[src/rtl/fir_ctrl_pkg.sv]
// Shared types and constants for the FIR coefficient scheduler.
// Holds the controller state encoding and the coefficient type.
package fir_ctrl_pkg;

  typedef enum logic [1:0] {
    IDLE,
    WAIT_SWAP,
    FLUSH
  } state_t;

  localparam int COEF_W      = 16;
  localparam int TAP_LEN_DEF = 8;
  localparam int FLUSH_INIT  = TAP_LEN_DEF - 1;

  typedef logic signed [COEF_W-1:0] coef_t;

  function automatic int flush_init(input int taps);
    return taps - 1;
  endfunction

endpackage

[src/rtl/fir_cke_div.sv]
// Sample-rate divider: one registered cke pulse every div+1 cycles.
// The >= compare means lowering div fires at once, never a long wrap.
module fir_cke_div #(
  parameter int W = 8
) (
  input  logic         clk,
  input  logic         rst,
  input  logic [W-1:0] div,
  output logic         cke
);

  logic [W-1:0] cnt;

  always_ff @(posedge clk) begin
    if (!rst) begin
      cnt <= '0;
      cke <= 1'b0;
    end else if (cnt >= div) begin
      cnt <= '0;
      cke <= 1'b1;
    end else begin
      cnt <= cnt + W'(1);
      cke <= 1'b0;
    end
  end

endmodule

[src/rtl/fir_coef_sched.sv]
// FIR coefficient loader, atomic bank swap and post-swap flush control.
// Define FIR_COEF_RDBK_EN to add the registered active-bank readback port.
module fir_coef_sched
  import fir_ctrl_pkg::*;
#(
  parameter int TAP_LEN = 8,
  parameter int WIDTH   = 16,
  parameter int DIV_W   = 8
) (
  input  logic                       clk,
  input  logic                       rst,
  input  logic [DIV_W-1:0]           div,
  input  logic                       cw_valid,
  output logic                       cw_ready,
  input  logic signed [WIDTH-1:0]    cw_data,
  input  logic                       cw_last,
  input  logic                       commit,
  output logic                       busy,
  output logic                       cke,
  output logic                       fir_clr,
  output logic [TAP_LEN*WIDTH-1:0]   tap,
  output logic                       dout_valid,
`ifdef FIR_COEF_RDBK_EN
  output logic                       load_err,
  input  logic [$clog2(TAP_LEN)-1:0] rd_addr,
  output logic [WIDTH-1:0]           rd_data
`else
  output logic                       load_err
`endif
);

  localparam int IW = $clog2(TAP_LEN);
  localparam logic [IW-1:0] LAST  = IW'(TAP_LEN - 1);
  localparam logic [IW-1:0] FINIT = IW'(flush_init(TAP_LEN));

  state_t                       state;
  logic [IW-1:0]                widx;
  logic [IW-1:0]                fcnt;
  logic                         shadow_full;
  logic [TAP_LEN-1:0][WIDTH-1:0] shadow;
  logic [TAP_LEN-1:0][WIDTH-1:0] bank;
  logic                         acc;
  logic                         at_last;

  fir_cke_div #(.W(DIV_W)) u_div (
    .clk (clk),
    .rst (rst),
    .div (div),
    .cke (cke)
  );

  assign cw_ready = (state == IDLE) && !shadow_full;
  assign acc      = cw_valid && cw_ready;
  assign at_last  = (widx == LAST);
  assign busy     = (state != IDLE);
  assign tap      = bank;

  always_ff @(posedge clk) begin
    if (!rst) begin
      state       <= FLUSH;
      fcnt        <= FINIT;
      widx        <= '0;
      shadow_full <= 1'b0;
      shadow      <= '0;
      bank        <= '0;
      load_err    <= 1'b0;
      dout_valid  <= 1'b0;
      fir_clr     <= 1'b1;
    end else begin
      fir_clr <= 1'b0;
      // a mis-framed beat is dropped and the frame restarts at tap 0
      if (acc) begin
        unique case (1'b1)
          cw_last && at_last: begin
            shadow[widx] <= cw_data;
            shadow_full  <= 1'b1;
            widx         <= '0;
          end
          cw_last != at_last: begin
            load_err <= 1'b1;
            widx     <= '0;
          end
          !cw_last && !at_last: begin
            shadow[widx] <= cw_data;
            widx         <= widx + IW'(1);
          end
        endcase
      end
      unique case (state)
        IDLE: begin
          dout_valid <= 1'b1;
          if (commit && shadow_full)
            state <= WAIT_SWAP;
        end
        WAIT_SWAP: begin
          if (cke) begin
            bank        <= shadow;
            fir_clr     <= 1'b1;
            shadow_full <= 1'b0;
            fcnt        <= FINIT;
            dout_valid  <= 1'b0;
            state       <= FLUSH;
          end
        end
        FLUSH: begin
          dout_valid <= 1'b0;
          if (cke) begin
            fcnt <= fcnt - IW'(1);
            if (fcnt <= IW'(1))
              state <= IDLE;
          end
        end
        default: state <= IDLE;
      endcase
    end
  end

`ifdef FIR_COEF_RDBK_EN
  always_ff @(posedge clk) begin
    if (!rst)
      rd_data <= '0;
    else if (int'(rd_addr) < TAP_LEN)
      rd_data <= bank[rd_addr];
    else
      rd_data <= '0;
  end
`endif

endmodule

[config.mk]
export PLATFORM = sky130hd
export DESIGN_NAME = fir_coef_sched
export DESIGN_NICKNAME = d
export VERILOG_FILES = /design/src/rtl/fir_ctrl_pkg.sv /design/src/rtl/fir_cke_div.sv /design/src/rtl/fir_coef_sched.sv
export SDC_FILE = /design/constraint.sdc
export NUM_CORES = 1
export LEC_CHECK = 0
export CORE_AREA = 2 2 153 155
export DETAILED_ROUTE_END_ITERATION = 6
export DIE_AREA = 0 0 155 157
export GPL_TIMING_DRIVEN = 0
export PLACE_DENSITY_LB_ADDON = 0.05
export SLEW_MARGIN = 10
export SYNTH_ARGS = -nofsm -noshare
export SYNTH_HDL_FRONTEND = slang
export SYNTH_SLANG_ARGS = --single-unit
export TNS_END_PERCENT = 100
[constraint.sdc]
create_clock -name clk -period 2.4 [get_ports clk]
set_clock_uncertainty 0.15 [all_clocks]
set_input_delay 0.24 -clock clk [delete_from_list [all_inputs] [get_ports clk]]
set_output_delay 0.24 -clock clk [all_outputs]
set_load 0.01 [all_outputs]
# ---- Yosys cells after proc, flatten, opt, wreduce, memory -nomap -nowiden
# Index checks and enable logic that the tools add are counted.
dict set report classes {
  addsub 3
  order_cmp 4
  n_eq_ne 8
  n_mux 21
  bitwise_logic 1
  reduce_logical 22
}
# cell count
set ops {}
lappend ops {{$bwmux W128} 1}
lappend ops {{$demux W16 S3} 1}
lappend ops {{$mux W16} 1}
lappend ops {{$pmux W3 S2} 2}
lappend ops {{$add A8 B1 Y8 const B} 1}
lappend ops {{$ge A8 B8 Y1} 1}
lappend ops {{$mux W1} 8}
lappend ops {{$mux W2} 4}
lappend ops {{$reduce_and A2 Y1} 4}
lappend ops {{$logic_and A1 B1 Y1} 6}
lappend ops {{$mux W3} 2}
lappend ops {{$ne A2 B1 Y1 const B} 3}
lappend ops {{$pmux W2 S3} 1}
lappend ops {{$reduce_or A2 Y1} 3}
lappend ops {{$lt A3 B4 Y1 const B} 1}
lappend ops {{$reduce_and A4 Y1} 1}
lappend ops {{$reduce_bool A2 Y1} 2}
lappend ops {{$add A3 B1 Y3 const B} 1}
lappend ops {{$eq A3 B3 Y1 const B} 1}
lappend ops {{$ge A3 B1 Y1 const B} 1}
lappend ops {{$le A3 B1 Y1 const B} 1}
lappend ops {{$logic_not A1 Y1} 3}
lappend ops {{$pmux W1 S3} 1}
lappend ops {{$reduce_and A3 Y1} 1}
lappend ops {{8 further kinds} 8}
dict set report totals {
  register_bits 277
  input_bits 29
  out_inout_bits 134
}

# ---- Longest topological paths before layout
dict set report depth {
  depth_word 6
  depth_mapped 10
  ltp_nobuf 8
}

# ---- Hierarchy
# From an unflattened synthesis, not the netlist that was laid out.
dict set report unflattened {
  hier_cells 1135
  area_unflattened_um2 10593.9
}
# mod n_inst cells_each area_each_um2 seq_area_each_um2
set modules_own_cells {}
lappend modules_own_cells {fir_coef_sched 1 1075 10042.1 5365.1}
lappend modules_own_cells {fir_cke_div 1 60 551.8 180.2}

# ---- Worst setup path before layout
# OpenSTA, ideal clock, no wires.
dict set report synth_path {
  path_kind {reg-to-reg}
  from {reg widx[0]}
  to {reg shadow[10] (netlist bit)}
  setup_time_ps 116
  arrival_time_ps 2113
  required_ps 2134
  path_slack_ps 21
  stages_incl_launch_ff 10
  n_path_buf 1
  synth_period_minus_slack_ps 2379
  path_cell_list {dfxtp_1 -> ha_1 -> ha_1 -> inv_1 -> ha_1 -> nand4bb_4 -> nor4_4 -> buf_6 -> mux2i_1 -> nor2b_1}
}
dict set report synth_via {
  elab_chain_len 5
  word_cells_on_any_way 12
}
# element line_no
set synth_rtl {}
lappend synth_rtl {{start, declared} fir_coef_sched.sv:37} ;# logic [IW-1:0] widx;
lappend synth_rtl {{start signal, assigned} fir_coef_sched.sv:85} ;# widx <= widx + IW'(1);
lappend synth_rtl {{$lt A3 B4 Y1 (not written as such) (tied with other cells)} {fir_coef_sched.sv:75, fir_coef_sched.sv:84}}
lappend synth_rtl {{$logic_and A1 B1 Y1 (not written as such) / $logic_not A1 Y1 (equally long branches)} {fir_coef_sched.sv:75, fir_coef_sched.sv:84, fir_coef_sched.sv:83}}
lappend synth_rtl {{$mux W16 (not written as such) / $logic_and A1 B1 Y1 (equally long branches)} {fir_coef_sched.sv:75, fir_coef_sched.sv:84, fir_coef_sched.sv:83}}
lappend synth_rtl {{$demux W16 S3 / $reduce_or A2 Y1 (equally long branches)} n/a}
lappend synth_rtl {{$bwmux W128 / $reduce_and A2 Y1 (equally long branches)} n/a}
lappend synth_rtl {{end signal, assigned by index} fir_coef_sched.sv:75} ;# shadow[widx] <= cw_data;
lappend synth_rtl {{end signal, assigned by index} fir_coef_sched.sv:84} ;# shadow[widx] <= cw_data;
lappend synth_rtl {{end, declared} fir_coef_sched.sv:40} ;# logic [TAP_LEN-1:0][WIDTH-1:0] shadow;
# Parallel ways exist; a longest one is shown, timed or not.
# A chain may end at the register's enable or synchronous reset.

# ---- Worst setup path after layout
dict set report layout_path {
  from {reg widx[1]}
  to {reg shadow[102] (netlist bit)}
}
# Same word-level chain as after synthesis.

==> run metrics <==
vias in the first global route roughly 7600; max incr delay on CP 0.33 ns; EDFF count, synth 0; Cell Rows 55; Setup WS pre-CTS -0.371 ns; CP arrival roughly 2.6 ns; #FFs+latches synth ~280; height of the die ~160 um; min Tclk post-route 2.33 ns; Top delay family on crit path simple AND/OR/NAND/NOR gates; most frequent cells in the layout dfxtp_1 (275), nand2_1 (271), clkdlybuf4s50_1 (144), nor2b_1 (135), a21boi_0 (131); first-pass GRT wire length between 40000 and 50000 um; Reg area around 0.0055 mm^2; Final #Nets 1372; Clock Sinks 277; DR vias around 8000; Core Area 0.0225 mm^2; RSZ-0062 raised after global routing yes; GRT overflow 0; DIE WIDTH between 150 and 200 um; DPL Wire Length around 18000 um; Placement Cell Area ~0.013 mm^2; final RePlAce weighted congestion roughly 0.8; Power Density about 690 mW/mm^2; final period utilization between 90% and 100%; final hold slack ~0.029 ns; root buffer cell clkbuf_16; Residual DRC 0; sum of buffers and inverters on the critical path 3; layout cells sized above 1 around 7.5%; cell count after synthesis about 1100; most common cell after layout, fill and taps aside dfxtp_1; status complete, no violations; Max-Slew Margin vs Limit 47.4%; fill count 2012; Hold Buf Count CTS 0; IO Count 163; worst slew pin tran slightly below 0.8 ns; Starting DRT DRC Count between 200 and 300; Final TNS setup 0 ns; TritonCTS clock tree built; Vias/cell roughly 4.9; Hold WC Path Type in2reg; Initial Util approximately half; critical path startpoint category flip-flop; clock buffer depth 3; Crit path required time roughly 2.7 ns; # Max-Cap Violations 0; Cell Chain, Critical Path ha_4, ha_4, inv_2, ha_4, nand4bb_4, buf_4, nor3_4, buf_6, mux2i_1, nor2b_1; wire per inst roughly 17 um; initial antenna violation count 1; Final Hold Violating Endpoints 0; largest net degree at the start of global routing 14; synthesis-to-layout area growth 26.8%; CP Max Fanout 10; Tot Pwr between 0.009 and 0.01 W; Yosys warnings 0; Main synth FF type dfxtp_1; Max Freq approximately 430 MHz; Unique masters post-synth 38; Worst VDD drop 0.000456 V; register area share after synthesis roughly half; area of the multi-input gates a little under 0.005 mm^2; Post-Syn Nets 1184; Synth async-reset ratio 0%; setup ws final approximately 0.068 ns; Crit Path Class reg2reg; CP endpoint kind flip-flop; Max Slew Vio Count 0; leakage 5.08 nW; CP most frequent cell ha_4; WL final roughly 27000 um; Syn Area/Cell between 9 and 10 um^2; fin area approximately 0.014 mm^2; global-route total usage across every layer 22.3%; synthesized area roughly 0.011 mm^2; DRT Pass-1 Iters 4; Worst path slowest cell dfxtp_2; CTS buffer count 29; H-tree Lvls 1; Worst-path clk slew approximately 0.060 ns; Die ar. around 0.024 mm^2; Routed Antenna Nets 0; IO buf count 145; setup violators final 0; latest clock arrival within the worst-skew pair around 0.53 ns
==> power breakdown <==
| part | switching (W) | leakage (nW) | internal [W] |
|---|---|---|---|
| sequential | 0.0000314 | 2.23 | 0.00464 |
| combinational | 0.000319 | 2.41 | 0.000238 |
| clock | 0.00175 | 0.445 | 0.00252 |
==> registers in the layout, summed over array words and instances, names as in the netlist <==
name,flops
load_err,1
fcnt,3
u_div.cnt,8
fir_clr,1
tap,128
dout_valid,1
shadow_full,1
state,2
widx,3
shadow,128
u_div.cke,1
==> worst paths after layout <==
kind | start | cells past startpoint | slack [ns] | endpoint
worst min register to register | tap[73] | 2 | 0.31 | tap[73]
worst max register to register | widx[1] | 10 | 0.07 | shadow[102]
worst min-delay path | cw_data[14] | 3 | 0.03 | shadow[94]
worst max-delay path | widx[1] | 10 | 0.07 | shadow[102]
==> timing repair <==
action / CTS / global route
setup buffers: 8 / 3
gates cloned: 1 / 0
endpoints found under the setup margin: 191 / 82
pin swaps: 4 / 3
resized for setup: 15 / 23
==> cells by family after synthesis <==
| kind of cell | after synthesis | share of synthesized area, % |
|---|---|---|
| buf+inv | 106 | 4.30 |
| flops | 277 | 50.9 |
| compound gates | 146 | 9.92 |
| simple gates | 448 | 20.0 |
| fa+ha+maj | 21 | 2.41 |
| xor+xnor | 6 | 0.483 |
| mux | 130 | 11.9 |
==> per-layer routing <==
metal	routed length (um)	track usage [%]
met3	1510	3.96
met5	0	0
met1	12600	30.8
met4	566	5.16
met2	12200	36.5
==> metrics by stage <==
| step | util (%) | instances |
|---|---|---|
| 2_1_floorplan | - | 1134 |
| 3_3_place_gp | 56.4 | 1564 |
| 3_5_place_dp | 56.4 | 1564 |
| 4_1_cts | 61.0 | 1622 |
| 5_1_grt | 61.4 | 1625 |
| 6_report | 61.4 | 1626 |
==> synth_stat cells (all sizes together) (8+ instances only) <==
cell type    n  area share (%)
ha          21             2.4
nor2b      135             7.8
dfxtp      277              51
inv         17            0.59
nand2      271             9.3
a21boi     131             9.0
clkbuf      60             2.1
nand3       12            0.60
mux2i      130              12
nor3         8            0.47
buf         29             1.6
==> tightest hold or removal path: cells and delay by family <==
kind	cells	cell delay, ns
and+or+nand+nor	1	0.05
muxes	1	0.16
buffers and inverters	1	0.21
==> area by class of cell <==
cell class | instances | share of cell area, %
sequential | 277 | 40.2
multi-input combinational | 751 | 35.7
timing repair buffer | 157 | 11.3
clock buffer | 40 | 5.77
buffer | 89 | 3.21
tap | 285 | 2.58
clock inverter | 9 | 0.716
inverter | 17 | 0.462
antenna | 1 | 0.0181
No activity file was read; power rests on OpenSTA's default activity.
